File: config.mk
export PLATFORM = sky130hd
export DESIGN_NAME = dm_stream_out
export DESIGN_NICKNAME = d
export VERILOG_FILES = /design/src/rtl/dm_stream_out.sv
export SDC_FILE = /design/constraint.sdc
export NUM_CORES = 1
export LEC_CHECK = 0
export CAP_MARGIN = 20
export CELL_PAD_IN_SITES_DETAIL_PLACEMENT = 0
export CELL_PAD_IN_SITES_GLOBAL_PLACEMENT = 1
export CORE_ASPECT_RATIO = 0.6
export CORE_UTILIZATION = 45
export DETAILED_ROUTE_END_ITERATION = 10
export PLACE_DENSITY_LB_ADDON = 0.1
export SLEW_MARGIN = 25
export SYNTH_ARGS = -nofsm -noshare
export SYNTH_HDL_FRONTEND = slang
export SYNTH_SLANG_ARGS = --single-unit
File: constraint.sdc
create_clock -name clk -period 4.8 [get_ports clk]
set_input_delay 0.96 -clock clk [delete_from_list [all_inputs] [get_ports clk]]
set_output_delay 0.96 -clock clk [all_outputs]
set_load 0.05 [all_outputs]
File: src/rtl/dm_stream_out.sv
// Read-side streaming engine: bursts sequential BRAM reads, absorbs the fixed read latency
// and presents the words as a valid/ready stream with a last marker.
module dm_stream_out #(
  parameter int unsigned DATA_WIDTH = 32,
  parameter int unsigned ADDR_WIDTH = 8,
  parameter int unsigned RD_LAT     = 2,
  parameter int unsigned FIFO_DEPTH = 4
) (
  input  logic                  clk,
  input  logic                  rst_n,
  input  logic                  start_i,
  input  logic [ADDR_WIDTH-1:0] base_addr_i,
  input  logic [ADDR_WIDTH:0]   len_i,
  output logic                  busy_o,
  output logic                  done_o,
  output logic                  rd_en_o,
  output logic [ADDR_WIDTH-1:0] rd_addr_o,
  input  logic [DATA_WIDTH-1:0] rd_data_i,
  output logic [DATA_WIDTH-1:0] m_tdata_o,
  output logic                  m_tvalid_o,
  input  logic                  m_tready_i,
  output logic                  m_tlast_o
);

  localparam int unsigned LenW = ADDR_WIDTH + 1;
  localparam int unsigned PtrW = (FIFO_DEPTH > 1) ? $clog2(FIFO_DEPTH) : 1;
  localparam int unsigned CntW = $clog2(FIFO_DEPTH + 1);

  localparam logic [LenW-1:0]       LenOne  = LenW'(1);
  localparam logic [ADDR_WIDTH-1:0] AddrOne = ADDR_WIDTH'(1);
  localparam logic [PtrW-1:0]       PtrOne  = PtrW'(1);
  localparam logic [PtrW-1:0]       PtrLast = PtrW'(FIFO_DEPTH - 1);
  localparam logic [CntW-1:0]       CntOne  = CntW'(1);
  localparam logic [CntW-1:0]       CntFull = CntW'(FIFO_DEPTH);

  typedef enum logic [1:0] {StIdle, StRun, StDrain, StDone} state_e;

  state_e                state_q;
  logic [ADDR_WIDTH-1:0] addr_q;
  logic [LenW-1:0]       issue_q;
  logic [LenW-1:0]       beat_q;

  logic [RD_LAT-1:0]     vld_d, vld_q;
  logic [PtrW-1:0]       wptr_d, wptr_q, rptr_d, rptr_q;
  logic [CntW-1:0]       cnt_d, cnt_q;
  logic [DATA_WIDTH-1:0] mem_q [FIFO_DEPTH];

  logic        fifo_empty, push, pop;
  int unsigned outstanding;

  assign fifo_empty = (cnt_q == '0);
  assign push       = vld_q[RD_LAT-1];
  assign pop        = !fifo_empty && m_tready_i;

  // Credits cover every read that has been issued but not yet popped, so the FIFO never overflows.
  always_comb begin
    outstanding = 32'(cnt_q);
    for (int i = 0; i < RD_LAT; i++) begin
      outstanding += 32'(vld_q[i]);
    end
    if (pop) begin
      outstanding -= 1;
    end
    rd_en_o = (state_q == StRun) && (issue_q != '0) && (outstanding < FIFO_DEPTH);
  end

  always_comb begin
    vld_d[0] = rd_en_o;
    for (int i = 1; i < RD_LAT; i++) begin
      vld_d[i] = vld_q[i-1];
    end
  end

  always_comb begin
    wptr_d = wptr_q;
    rptr_d = rptr_q;
    cnt_d  = cnt_q;
    if (push) begin
      wptr_d = (wptr_q == PtrLast) ? '0 : wptr_q + PtrOne;
    end
    if (pop) begin
      rptr_d = (rptr_q == PtrLast) ? '0 : rptr_q + PtrOne;
    end
    unique case ({push, pop})
      2'b10:   cnt_d = cnt_q + CntOne;
      2'b01:   cnt_d = cnt_q - CntOne;
      default: cnt_d = cnt_q;
    endcase
  end

  always_ff @(posedge clk or negedge rst_n) begin
    if (!rst_n) begin
      vld_q  <= '0;
      wptr_q <= '0;
      rptr_q <= '0;
      cnt_q  <= '0;
    end else begin
      vld_q  <= vld_d;
      wptr_q <= wptr_d;
      rptr_q <= rptr_d;
      cnt_q  <= cnt_d;
    end
  end

  always_ff @(posedge clk) begin
    if (push) begin
      mem_q[wptr_q] <= rd_data_i;
    end
  end

  always_ff @(posedge clk or negedge rst_n) begin
    if (!rst_n) begin
      state_q <= StIdle;
      addr_q  <= '0;
      issue_q <= '0;
      beat_q  <= '0;
    end else begin
      unique case (state_q)
        StIdle: begin
          if (start_i) begin
            if (len_i == '0) begin
              state_q <= StDone;
            end else begin
              addr_q  <= base_addr_i;
              issue_q <= len_i;
              beat_q  <= len_i;
              state_q <= StRun;
            end
          end
        end
        StRun: begin
          if (rd_en_o) begin
            addr_q  <= addr_q + AddrOne;
            issue_q <= issue_q - LenOne;
            if (issue_q == LenOne) begin
              state_q <= StDrain;
            end
          end
          if (pop) begin
            beat_q <= beat_q - LenOne;
          end
        end
        StDrain: begin
          if (pop) begin
            beat_q <= beat_q - LenOne;
            if (beat_q == LenOne) begin
              state_q <= StDone;
            end
          end
        end
        StDone:  state_q <= StIdle;
        default: state_q <= StIdle;
      endcase
    end
  end

  assign busy_o     = (state_q != StIdle);
  assign done_o     = (state_q == StDone);
  assign rd_addr_o  = addr_q;
  assign m_tvalid_o = !fifo_empty;
  assign m_tdata_o  = fifo_empty ? '0 : mem_q[rptr_q];
  assign m_tlast_o  = !fifo_empty && (beat_q == LenOne);

  fifo_no_overflow_a: assert property (@(posedge clk) disable iff (!rst_n)
    !(push && !pop && (cnt_q == CntFull)));

endmodule
==> qor.csv, run 1 <==
metric,value,unit
status,completed,
total track usage,19.3,%
final count of pins violating max slew,0,
grt met2 use,28.7,%
Total Wirelength,15.5,mm
power per standard cell area,729,nW/µm²
Worst Setup Start Kind,register,
num rows,35,
# Post-CTS Setup Buffers,0,
fill count,1228,
post-DP HPWL,10.1,mm
Worst Setup SP,vld_q[1],
# hold bufs at CTS,0,
Worst Max-Slew Pin Slew,0.905,ns
ANT cells,0,
"Hold Vio Cnt, Final",0,
Max VDD drop,0.437,mV
worst reg2reg path depth,7,
vias per inst,5.58,
worst r2r dst,rd_addr_o[5],
Area Overhead vs Synth,24.5,%
critical path class,reg -> out,
ys async rst share,22.4,%
Clock Sinks,165,
Starting Density,47.1,%
DIE WIDTH,167,µm
register area share after synthesis,64.6,%
number of max-cap violations,0,
TritonCTS clock tree,done,
Mean Syn Cell Area,15.2,µm²
mapped cell area,7380,µm²
total core area,15700,µm²
Yosys reg bits,165,
RSZ-0062 raised after global routing,no,
remaining antenna violation count,0,
final setup TNS,0,ns
worst setup path endpoint,rd_en_o,
Finished Core Util,58.6,%
CTS resizes,0,
global-route wire length before repair,24.4,mm
TritonRoute pass-1 iters,5,
Worst-Skew Late Latency,0.43,ns
DRC,0,
Multi-input gate area,2430,µm²
maximum buffer depth of the clock tree,2,
crit path time final,4.22,ns
dpl ws,0.712,ns
"Top FF cell, synth",edfxtp_1,
Worst-path clk slew,0.07,ns
P_leak,3.19,nW
yosys warns,0,
CP Data Required Time,3.84,ns
initial antenna violation count,0,
layout cells sized above 1,15.8,%
height of the die,101,µm
Post-synth EDFFs,128,
synth unique cells,64,
vias in the first global route,4428,
Die Area,16900,µm²
Tcrit/Tclk final,88.0,%
Min Hold Slack,0.438,ns
CP arrival,3.26,ns
Final setup viols,0,
TritonCTS buffer count,17,
H-Tree Depth,4,
gr ovfl total,0,
Hold Crit Class,reg -> reg,
wire length per cell,19.3,µm
skew final,0.0193,ns
GRT met3 Usage,4.77,%
DR vias,4479,
Cells after Synth,486,
worst-path maximum fanout,9,
I/O pin total,98,
layout net count,658,
port bufs,97,
Clk Tree Root Cell,clkbuf_16,
largest net degree at the start of global routing,38,
Worst Slack Setup Final,0.578,ns
synthesized net count,557,
reg2reg start,vld_q[1],
CP Capture Type,output port,
sequential cell area,4770,µm²
grt met1 use,28.3,%
FF-to-FF setup slack,1.78,ns
busiest grt layer,met2,
Max Freq,0.237,GHz
initial drt markers,286,
Slew HR,39.7,%
Placer Congestion,0.822,
-- critical path, cell delays in order, from the launching register on --
cell and delay (ns):
dfrtp_1 0.47, fa_1 0.45, ha_1 0.29, nor2_1 0.22, a21oi_4 0.14, nor4_1 0.37
clkdlybuf4s50_1 0.89
-- registers in the layout (all words and copies together), names as in the netlist --
signal,count
mem_q,128
beat_q,9
issue_q,9
rd_addr_o,8
cnt_q,3
rptr_q,2
state_q,2
vld_q,2
wptr_q,2
-- layout make-up --
cell class | count | area share, %
Timing Repair Buffer | 104 | 11.1
Clock buffer | 17 | 4.63
Multi-Input combinational cell | 278 | 26.5
Sequential cell | 165 | 52.0
Clock inverter | 15 | 2.17
Inverter | 21 | 0.885
Tap cell | 203 | 2.77
-- cells by family after synthesis --
group           after synthesis  synth area share, %
compound gates               80                 7.43
xor+xnor                      4                0.475
fa+ha+maj                    18                 3.26
buf+inv                      43                 2.49
flops                       165                 64.6
mux                          38                 10.6
simple gates                138                 11.1
-- how the worst min path moves through the flow --
stage / from / endpoint / slack [ns] / depth (start not counted)
floorplan: vld_q[0] / vld_q[1] / 0.39 / 0
global placement: vld_q[0] / vld_q[1] / 0.42 / 0
detailed placement: vld_q[0] / vld_q[1] / 0.42 / 0
CTS: vld_q[0] / vld_q[1] / 0.44 / 0
global route: vld_q[0] / vld_q[1] / 0.46 / 0
finish: vld_q[0] / vld_q[1] / 0.44 / 0
-- cell usage after synthesis, drive strengths merged, types with 3 or more instances --
cell     number  area, µm²
a211oi        3       22.5
a21oi        24        131
and2          5       31.3
inv          21       81.3
edfxtp      128       3840
a2bb2oi       5       43.8
or3           5       31.3
and2b         3       22.5
nand3        16       85.1
o22ai         8       56.3
and3          3       23.8
clkbuf       12       45.0
mux4         32        721
ha           16        200
nand4         3       18.8
nand2b        3       26.3
mux2i         6       60.1
dfrtp        37        926
nor2b        30        188
nor3         12       87.6
nand2        21       78.8
o21ai        17       96.4
nor4          6       50.0
nor2         20       75.1
buf          10       57.6
a31oi         8       50.1
-- layout by cell type (no fill, tap or decap), types with 3 or more instances in the layout --
master,n
and2_2,4
edfxtp_1,128
clkdlybuf4s50_1,97
nor4_1,4
and2b_1,3
or3_1,5
o22ai_1,7
a31oi_1,8
clkinv_8,6
a2bb2oi_1,5
mux2i_1,6
nor2b_1,30
a211oi_1,3
buf_4,7
nor2_1,20
a21oi_1,23
dfrtp_1,35
nand2_1,21
nor3_1,9
nand4_1,3
o21ai_0,14
nand3_1,15
inv_1,20
inv_8,3
ha_1,16
clkbuf_16,17
mux4_2,32
-- where the power goes --
part	total [W]	internal [W]	switching (W)
Clock	0.00139	0.000718	0.000668
Sequential	0.00212	0.00182	0.000298
Combinational	0.00319	0.00124	0.00195
-- through the flow --
stage	cell area, µm²	instances	total power, W
3_3_place_gp	8560	771	0.00530
3_5_place_dp	8560	771	0.00535
5_1_grt	9190	803	0.00706
2_1_floorplan	7380	486	0.00441
4_1_cts	9190	803	0.00675
6_report	9190	803	0.00669
-- per-layer routing --
metal	part of all wire, %	vias up	wire length (µm)
li1	-	2089	-
met1	49	2249	7680
met2	44	134	6790
met3	6.2	7	965
met4	0.57	0	89
met5	0	-	0
(Power assumes the default switching activity.)
==> run 2: changes to the inputs <==
--- a/config.mk
+++ b/config.mk
@@ -6,11 +6,13 @@
 export NUM_CORES = 1
 export LEC_CHECK = 0
 export CAP_MARGIN = 20
-export CELL_PAD_IN_SITES_DETAIL_PLACEMENT = 0
+export CELL_PAD_IN_SITES_DETAIL_PLACEMENT = 1
 export CELL_PAD_IN_SITES_GLOBAL_PLACEMENT = 1
 export CORE_ASPECT_RATIO = 0.6
 export CORE_UTILIZATION = 45
+export CTS_BUF_LIST = sky130_fd_sc_hd__clkbuf_8
 export DETAILED_ROUTE_END_ITERATION = 10
+export HOLD_SLACK_MARGIN = 0.12
 export PLACE_DENSITY_LB_ADDON = 0.1
 export SLEW_MARGIN = 25
 export SYNTH_ARGS = -nofsm -noshare
==> run 2 against run 1 <==
Effect of this change: combinational power about the same; sequential power about the same; global-route usage up 1.8 points; clock skew down 0.0056 ns; flip-flop and latch count unchanged; critical endpoint unchanged; core utilization down 1.6 points; sequential share of layout area up 1.5 points; via count up 0.69%; largest cell class unchanged; largest power group unchanged; count of clock-buffer cells in the layout unchanged.
==> qor.csv, run 2 (synthesis results as in run 1) <==
metric,value,unit
"delay-heaviest family, CP",buffers and inverters,
# Post-CTS Setup Buffers,0,
# hold bufs at CTS,0,
busiest grt layer,met2,
Min Hold Slack,0.462,ns
Slew HR,39.1,%
Worst-Skew Late Latency,0.45,ns
initial antenna violation count,0,
Worst Max-Slew Pin Slew,0.913,ns
max reg flops,128,
TritonCTS clock tree,done,
CP cell instances,fa_1 > ha_1 > nor2_1 > a21oi_4 > nor4_1 > clkdlybuf4s50_1,
number of max-cap violations,0,
I/O pin total,98,
final count of pins violating max slew,0,
TritonRoute pass-1 iters,4,
"most common cell after layout, fill and taps aside",edfxtp_1,
DIE WIDTH,167,µm
Total Wirelength,16.8,mm
largest net degree at the start of global routing,38,
wire length per cell,20.9,µm
gr ovfl total,0,
port bufs,97,
"commonest non-fill, non-tap cells in the layout","edfxtp_1, clkdlybuf4s50_1, dfrtp_1, mux4_2, nor2b_1",
total core area,15700,µm²
CP peak stage delay,0.90,ns
global-route wire length before repair,26.3,mm
worst-path maximum fanout,9,
Placer Congestion,0.822,
DRC,0,
ANT cells,0,
crit path time final,4.32,ns
Hold Crit Class,reg -> reg,
critical path depth,6,
grt met1 use,29.6,%
Worst Setup Start Kind,register,
CTS resizes,0,
worst reg2reg path depth,7,
Worst-path clk slew,0.11,ns
critical path class,reg -> out,
dpl ws,0.713,ns
CP arrival,3.36,ns
CP Capture Type,output port,
Reg with most FFs,mem_q,
power per standard cell area,705,nW/µm²
Final setup viols,0,
hold depth,0,
final setup TNS,0,ns
fill count,1513,
"Hold Vio Cnt, Final",0,
Max Freq,0.231,GHz
num rows,35,
Tcrit/Tclk final,90.1,%
CP max-delay cell,clkdlybuf4s50_1,
RSZ-0062 raised after global routing,no,
H-Tree Depth,4,
Largest regs,"mem_q x128, beat_q x9, issue_q x9",
CP Data Required Time,3.84,ns
Starting Density,47.1,%
DR vias,4510,
Area Overhead vs Synth,21.1,%
post-DP HPWL,11.2,mm
Max VDD drop,0.363,mV
total track usage,21.1,%
status,completed,
TritonCTS buffer count,17,
Clock Sinks,165,
layout net count,658,
Clk Tree Root Cell,clkbuf_8,
maximum buffer depth of the clock tree,2,
vias per inst,5.62,
grt met2 use,32.9,%
vias in the first global route,4790,
Worst Slack Setup Final,0.478,ns
height of the die,101,µm
CP bufs+invs,1,
layout cells sized above 1,15.8,%
GRT met3 Usage,4.38,%
remaining antenna violation count,0,
initial drt markers,290,
P_leak,3.08,nW
Die Area,16900,µm²
skew final,0.0137,ns
## run 2: layout make-up
cell class,instances,area (µm²),area share (%)
tap,203,254,2.84
sequential,165,4770,53.4
inverter,21,81.3,0.910
multi-input combinational,278,2430,27.2
clock inverter,15,138,1.54
clock buffer,17,234,2.62
timing repair buffer,104,1020,11.5
## run 2: worst paths after layout
path                           from            to  slack (ns)
setup / recovery           vld_q[1]       rd_en_o        0.48
hold reg to reg            vld_q[0]      vld_q[1]        0.46
max in group asynchronous     rst_n     rptr_q[1]        3.46
hold / removal             vld_q[0]      vld_q[1]        0.46
setup reg to reg           vld_q[1]  rd_addr_o[6]        1.72
min in group asynchronous     rst_n  rd_addr_o[2]        0.93
## run 2: worst reg2reg max path: cells and delay by family, from the launching register on
| kind | cells | cell delay (ns) |
|---|---|---|
| AND/OR/NAND/NOR | 2 | 0.79 |
| flip-flops | 1 | 0.49 |
| AO/OA/AOI/OAI | 3 | 0.92 |
| adder cells (fa/ha/maj) | 2 | 0.76 |
## run 2: per-stage QoR
step	cells	power, W	util (%)	area [µm²]
5_1_grt	803	0.00667	57.0	8930
3_5_place_dp	771	0.00540	54.6	8560
4_1_cts	803	0.00636	57.0	8930
2_1_floorplan	486	0.00441	-	7380
3_3_place_gp	771	0.00530	54.6	8560
6_report	803	0.00630	57.0	8930
## run 2: power breakdown
part           internal, W  switching, W  leakage, nW
logic              0.00124       0.00198         1.31
clock network     0.000379      0.000575        0.182
registers          0.00182      0.000309         1.59
## run 2: routing by layer
layer | up-vias | wire length [µm]
met5 | - | 0
met4 | 0 | 127
met3 | 10 | 764
met2 | 102 | 7800
met1 | 2314 | 8060
li1 | 2084 | -
==> run 3: changes to the inputs <==
--- a/config.mk
+++ b/config.mk
@@ -9,6 +9,7 @@
 export CELL_PAD_IN_SITES_DETAIL_PLACEMENT = 1
 export CELL_PAD_IN_SITES_GLOBAL_PLACEMENT = 1
 export CORE_ASPECT_RATIO = 0.6
+export CORE_MARGIN = 3
 export CORE_UTILIZATION = 45
 export CTS_BUF_LIST = sky130_fd_sc_hd__clkbuf_8
 export DETAILED_ROUTE_END_ITERATION = 10
==> run 3 against run 2 <==
Effect of this change: via count up 0.44%; global-route usage decreased by 0.99 points; sequential share of layout area decreased by 0.19 points; critical endpoint unchanged.
==> qor.csv, run 3 (synthesis results as in run 1) <==
metric,value,unit
status,completed,
CTS resizes,0,
TritonCTS clock tree,done,
reg2reg start,vld_q[1],
fill count,1480,
Clock Sinks,165,
post-DP HPWL,11.4,mm
Worst-Skew Late Latency,0.45,ns
worst r2r dst,rd_addr_o[5],
DR vias,4530,
CP Capture Type,output port,
max reg flops,128,
final count of pins violating max slew,0,
hold depth,0,
Max Freq,0.230,GHz
layout net count,658,
P_leak,3.10,nW
CP peak stage delay,0.92,ns
RSZ-0062 raised after global routing,no,
vias per inst,5.64,
vias in the first global route,4944,
initial drt markers,382,
gr ovfl total,0,
Worst-path clk slew,0.09,ns
CP cell instances,fa_1 > ha_1 > nor2_1 > a21oi_4 > nor4_1 > clkdlybuf4s50_1,
Slew HR,37.9,%
Final setup viols,0,
Largest regs,"mem_q x128, beat_q x9, issue_q x9",
Area Overhead vs Synth,21.5,%
ANT cells,0,
Worst Setup Start Kind,register,
# hold bufs at CTS,0,
global-route wire length before repair,27.5,mm
layout cells sized above 1,15.5,%
FF-to-FF setup slack,1.79,ns
port bufs,97,
power per standard cell area,712,nW/µm²
height of the die,105,µm
remaining antenna violation count,0,
initial antenna violation count,0,
TritonCTS buffer count,17,
worst-path maximum fanout,9,
Hold EP,vld_q[1],
CP arrival,3.38,ns
Clk Tree Root Cell,clkbuf_8,
number of max-cap violations,0,
skew final,0.0169,ns
CP max-delay cell,clkdlybuf4s50_1,
maximum buffer depth of the clock tree,2,
Reg with most FFs,mem_q,
internal power,0.00354,W
DIE WIDTH,171,µm
Starting Density,47.1,%
wire length per cell,21.2,µm
design area,8960,µm²
DRC,0,
TritonRoute pass-1 iters,5,
Switch Pwr,0.00284,W
"Hold Vio Cnt, Final",0,
final setup TNS,0,ns
Hold Crit Class,reg -> reg,
Die Area,18000,µm²
# Post-CTS Setup Buffers,0,
sw frac,44.5,%
Min Hold Slack,0.430,ns
worst reg2reg path depth,7,
Max VDD drop,0.420,mV
Total Wirelength,17.0,mm
Tcrit/Tclk final,90.5,%
Worst Max-Slew Pin Slew,0.932,ns
sequential power share,33.6,%
"commonest non-fill, non-tap cells in the layout","edfxtp_1, clkdlybuf4s50_1, dfrtp_1, mux4_2, nor2b_1",
largest net degree at the start of global routing,38,
crit path time final,4.34,ns
combinational fraction of design power,50.4,%
total track usage,20.1,%
num rows,35,
total core area,15700,µm²
Placed Area,8560,µm²
CP Data Required Time,3.84,ns
"most common cell after layout, fill and taps aside",edfxtp_1,
Hold Path Origin,vld_q[0],
Placer Congestion,0.814,
critical path class,reg -> out,
H-Tree Depth,4,
Clock Power Share,16.0,%
I/O pin total,98,
==> run 3: changes by cell type in the layout (fill, tap and decap cells not counted) <==
cell and change:
clkinvlp_4 -1, bufinv_16 +2, inv_6 -3, clkinv_8 -2
inv_8 +2, clkinv_4 +2, clkinv_2 -2, inv_1 +2
==> run 3: routing by layer <==
metal | vias to the layer above | GRT usage, % | part of all wire, % | routed length (µm)
li1 | 2082 | - | - | -
met2 | 100 | 30.4 | 47 | 7950
met4 | 0 | 5.80 | 0.84 | 143
met3 | 12 | 4.46 | 5.0 | 851
met1 | 2336 | 29.3 | 47 | 8070
met5 | - | 0 | 0 | 0
==> run 3: worst max path at each step <==
stage / start / end / slack, ns / depth (start not counted)
final: vld_q[1] / rd_en_o / 0.46 / 6
after global routing: vld_q[1] / rd_en_o / 0.32 / 6
after CTS: vld_q[1] / rd_en_o / 0.40 / 6
after detailed placement: m_tready_i / rd_en_o / 0.61 / 6
after global placement: m_tready_i / rd_en_o / 0.68 / 6
after floorplan: vld_q[1] / rd_en_o / 0.79 / 5
==> run 3: power by group through the flow <==
stage / registers [W] / logic, W / clock network (W)
floorplan: 0.00211 / 0.00230 / 0
global placement: 0.00215 / 0.00315 / 0
detailed placement: 0.00218 / 0.00322 / 0
CTS: 0.00215 / 0.00323 / 0.00105
global route: 0.00220 / 0.00345 / 0.00112
finish: 0.00214 / 0.00321 / 0.00102
==> run 3: through the flow <==
step	instances	setup WS, ns	power, W	utilization, %
3_5_place_dp	771	0.609	0.00541	54.6
6_report	803	0.456	0.00638	57.2
2_1_floorplan	486	0.786	0.00441	-
4_1_cts	803	0.396	0.00643	57.2
5_1_grt	803	0.323	0.00677	57.2
3_3_place_gp	771	0.675	0.00530	54.6
==> run 3: worst max-delay path: cells and delay by family (launching register included) <==
kind                     cells  cell delay, ns
buffers and inverters        1            0.92
adder cells (fa/ha/maj)      2            0.73
AND/OR/NAND/NOR              2            0.68
flip-flops                   1            0.48
AO/OA/AOI/OAI                1            0.14
==> run 3: final cells by class <==
class / count / area, µm² / share of cell area [%]
Sequential cell: 165 / 4770 / 53.2
Multi-Input combinational cell: 278 / 2430 / 27.1
Timing Repair Buffer: 104 / 1020 / 11.4
Tap cell: 203 / 254 / 2.83
Clock buffer: 17 / 234 / 2.61
Clock inverter: 15 / 169 / 1.88
Inverter: 21 / 81.3 / 0.907
==> variant 1: new RTL, config.mk and constraints of run 2 <==
Re-encode `state_e` (4 states) as Gray code, 2 bits wide.
--- a/src/rtl/dm_stream_out.sv
+++ b/src/rtl/dm_stream_out.sv
@@ -33,7 +33,7 @@
   localparam logic [CntW-1:0]       CntOne  = CntW'(1);
   localparam logic [CntW-1:0]       CntFull = CntW'(FIFO_DEPTH);
 
-  typedef enum logic [1:0] {StIdle, StRun, StDrain, StDone} state_e;
+  typedef enum logic [1:0] {StIdle = 2'b00, StRun = 2'b01, StDrain = 2'b11, StDone = 2'b10} state_e;
 
   state_e                state_q;
   logic [ADDR_WIDTH-1:0] addr_q;
Function: no difference found for any inputs over 4 cycles, from zero or initial values and one cycle with rst_n low; so few cycles prove little.
==> variant 1 against run 2 <==
- sequential power rose by 6%
- count of clock-buffer cells in the layout did not move
- synthesized cell count fell by 6.8%
- die area fell by 2.9%
- sequential cell count did not move
- worst hold slack got worse by 44 ps
- routed wire length barely moved
- synthesized area fell by 3.0%
- setup slack improved by 270 ps
- total power fell by 0.56%
- final area fell by 1.9%
- maximum frequency rose by 6.6%
- highest routed layer is now met5
==> variant 1: results (changes against run 2) <==
[route]
num_vias=4348  ; was 4,510
drt_iter0_markers=327  ; was 290
routed_wl_um=16700  ; was 16,800 um

[outcome]
outcome=complete, no violations  ; unchanged

[grt]
antenna_found_initial=1  ; was 0
grt_pass1_vias=4699  ; was 4,790

[yosys]
yosys-top-cells-area=edfxtp_1 54%, dfrtp_1 13%, mux4_2 10%  ; was edfxtp_1 52%, dfrtp_1 13%, mux4_2 9.8%
ys_seq_area_share_pct=66.6  ; was 64.6%
ys_types=63  ; was 64
synthCells=453  ; was 486
syn-num-nets=520  ; was 557

[placement]
dp.final_hpwl_um=11100  ; was 11,200 um
gp_congestion=0.791  ; was 0.822
placed_cells=741  ; was 771
placed_cell_area_mm2=0.00836  ; was 0.00856 mm2
pre_cts_ws_ps=1140  ; was 713 ps

[power]
switching_share_pct=44.6  ; was 45.4%
peakVddDrop_mv=0.469  ; was 0.363 mV
pg_clk_mw=0.988  ; was 0.954 mW
finalPower_mw=6.26  ; was 6.30 mW
p_leak_nw=3.05  ; was 3.08 nW
p_comb_mw=3.02  ; was 3.22 mW

[setup_path]
critical_path.slowest_cell=dfrtp_2  ; was clkdlybuf4s50_1
slowest_delay_ps=940  ; was 900 ps
worstPathArrival_ps=3090  ; was 3360 ps
critPathMaxFanout=25  ; was 9

[sta]
min_period_ps=4050  ; was 4320 ps
holdWs_ps=418  ; was 462 ps
final.setup_skew_ps=14.7  ; was 13.7 ps
worst_slew_pin_slew_ps=917  ; was 913 ps

[layout]
layout-drive-gt1-share_pct=16.8  ; was 15.8%
fin_nets=624  ; was 658

==> variant 1: cell types whose count changed after synthesis, sizes merged, moves of 5 or more <==
cell,delta
a21oi,-12
a31oi,-8
a211oi,+7
inv,-7
a311oi,+6
a2bb2oi,-5
nor3,-5
or4,+5
==> variant 1: logic make-up after synthesis <==
family                     count (synthesis)  share of synthesized area [%]
and+or+nand+nor                          130                           10.1
xor gates and xnor gates                   4                          0.489
DFF                                      165                           66.6
AOI/OAI and AO/OA                         72                           7.74
muxes                                     35                           10.5
adders and majority gates                 14                           2.66
buffers and inverters                     33                           1.90
==> variant 1: cell type report <==
type                            instances  area, um2
Fill cell                            1458       6700
Sequential cell                       165       4770
Multi-Input combinational cell        255       2260
Timing Repair Buffer                  104       1020
Tap cell                              203        254
Clock buffer                           17        234
Clock inverter                         15        161
Inverter                               14       52.6
==> variant 1: worst paths after layout <==
| check | start | to | cells past startpoint |
|---|---|---|---|
| setup / recovery | rptr_q[0]$_DFFE_PN0P_ | m_tdata_o[5] | 4 |
| min in group asynchronous | rst_n | beat_q[5]$_DFFE_PN0P_ | 2 |
| setup reg to reg | vld_q[1]$_DFF_PN0_ | issue_q[1]$_DFFE_PN0P_ | 6 |
| hold reg to reg | vld_q[0]$_DFF_PN0_ | vld_q[1]$_DFF_PN0_ | 0 |
| max in group asynchronous | rst_n | rptr_q[1]$_DFFE_PN0P_ | 2 |
| hold / removal | vld_q[0]$_DFF_PN0_ | vld_q[1]$_DFF_PN0_ | 0 |
==> variant 1: routing by layer <==
layer | vias to the layer above | share of wire (%) | GRT usage [%]
met2 | 105 | 47 | 33.5
li1 | 1989 | - | -
met4 | 2 | 0.42 | 5.43
met3 | 6 | 5.6 | 5.17
met1 | 2246 | 47 | 32.0
met5 | - | 0.054 | 0
==> variant 2: new RTL, flow settings as in run 2 <==
Without the edit above. Set the parameter `FIFO_DEPTH` to 8 (it was 4).
--- a/src/rtl/dm_stream_out.sv
+++ b/src/rtl/dm_stream_out.sv
@@ -4,7 +4,7 @@
   parameter int unsigned DATA_WIDTH = 32,
   parameter int unsigned ADDR_WIDTH = 8,
   parameter int unsigned RD_LAT     = 2,
-  parameter int unsigned FIFO_DEPTH = 4
+  parameter int unsigned FIFO_DEPTH = 8
 ) (
   input  logic                  clk,
   input  logic                  rst_n,
Behaviour: not the same (Yosys sat finds a counterexample within 10 cycles, from zero or initial values and one cycle with rst_n low).
==> variant 2 against run 2 <==
- sequential cell count up 131
- total power up 57%
- final area up 64%
- via count up 54%
- synthesized cell count up 46%
- routed wire length up 75%
- synthesized area up 68%
- combinational power up 37%
- clock skew up 4.3 ps
- count of clock-buffer cells in the layout up 27
- setup slack worse by 2.5 ps
- largest power group unchanged
==> variant 2: results (changes against run 2) <==
[clock_tree]
htreeDepth=2  ; was 4
cts_buffers=44  ; was 17
clock_path_buffers=3  ; was 2
clock_latency_ps=570  ; was 450 ps

[hold_path]
hold_path_class=in -> async  ; was reg -> reg

[route]
drt_first_pass_iters=5  ; was 4
route.met3.wl_um=1890  ; was 764 um
wl_per_cell_um=23.8  ; was 20.9 um
drt_iter0_markers=531  ; was 290

[grt]
groute.usage.overall_pct=21.3  ; was 21.1%
grt_max_degree=41  ; was 38
antenna_found_initial=1  ; was 0

[setup_path]
worstReg2RegEnd=state_q[1]$_DFFE_PN0P_  ; was rd_addr_o[6]$_DFFE_PN0P_
r2r_slack_ps=1560  ; was 1720 ps

[power]
peakVddDrop_mv=0.416  ; was 0.363 mV
p_leak_nw=5.08  ; was 3.08 nW

[placement]
dp.final_hpwl_um=18400  ; was 11,200 um
gp_congestion=0.835  ; was 0.822
placed_cells=1151  ; was 771
pre_cts_ws_ps=855  ; was 713 ps

[yosys]
syn-num-nets=783  ; was 557
syn_area_per_cell_um2=17.4  ; was 15.2 um2

[outcome]
outcome=complete, no violations  ; unchanged

[sta]
holdWs_ps=390  ; was 462 ps
relSlewSlack_pct=34.5  ; was 39.1%

variant 2: final cells by class:
class	count	area, um2
fill	2471	12000
multi-input combinational	355	3510
timing repair buffer	116	1130
sequential	296	8690
inverter	24	90.1
clock buffer	44	606
tap	360	450
clock inverter	34	191
antenna	1	2.50
variant 2: power groups by stage:
stage          sequential [mW]  combinational (mW)  clock [mW]
2_1_floorplan             3.47                3.14           0
3_3_place_gp              3.58                4.29           0
3_5_place_dp              3.62                4.43           0
4_1_cts                   3.57                4.44        1.99
5_1_grt                   3.63                4.70        2.07
6_report                  3.57                4.40        1.93
variant 2: cell families (layout without fill, tap and decap cells):
group | count (synthesis) | in the layout | synth area share (%)
other cells | 0 | 1 | 0
compound gates | 78 | 78 | 4.20
buf+inv | 60 | 218 | 1.92
simple gates | 143 | 143 | 5.68
fa+ha+maj | 19 | 19 | 2.04
xor+xnor | 7 | 7 | 0.647
mux | 108 | 108 | 15.3
flops | 296 | 296 | 70.2
variant 2: metrics by stage:
step | util (%) | instance area (um2)
2_1_floorplan | - | 12400
5_1_grt | 55.0 | 14700
4_1_cts | 55.0 | 14700
6_report | 55.0 | 14700
3_5_place_dp | 52.0 | 13900
3_3_place_gp | 51.9 | 13900
variant 2: critical path: stages, from the launching register on:
cell and delay (ps):
dfrtp_1 510, inv_1 150, fa_1 390, inv_1 70
ha_1 180, xor2_1 250, nor4b_4 110, xnor2_4 480
and2_1 390, buf_4 260
variant 2: worst max path at each step:
stage                                      from                    end  slack, ps  depth (start not counted)
after floorplan           wptr_q[0]$_DFFE_PN0P_  mem_q[0][0]$_DFFE_PP_       1540                          2
after global placement               m_tready_i                rd_en_o        930                          6
after detailed placement             m_tready_i                rd_en_o        850                          6
after CTS                  cnt_q[0]$_DFFE_PN0P_                rd_en_o        450                          9
after global routing       cnt_q[0]$_DFFE_PN0P_                rd_en_o        310                          9
final                      cnt_q[0]$_DFFE_PN0P_                rd_en_o        480                          9
variant 2: metal layers:
metal	global-route usage (%)	vias to the layer above
li1	-	3078
met1	31.2	3608
met2	32.5	211
met3	4.68	47
met4	6.34	0
met5	0	-
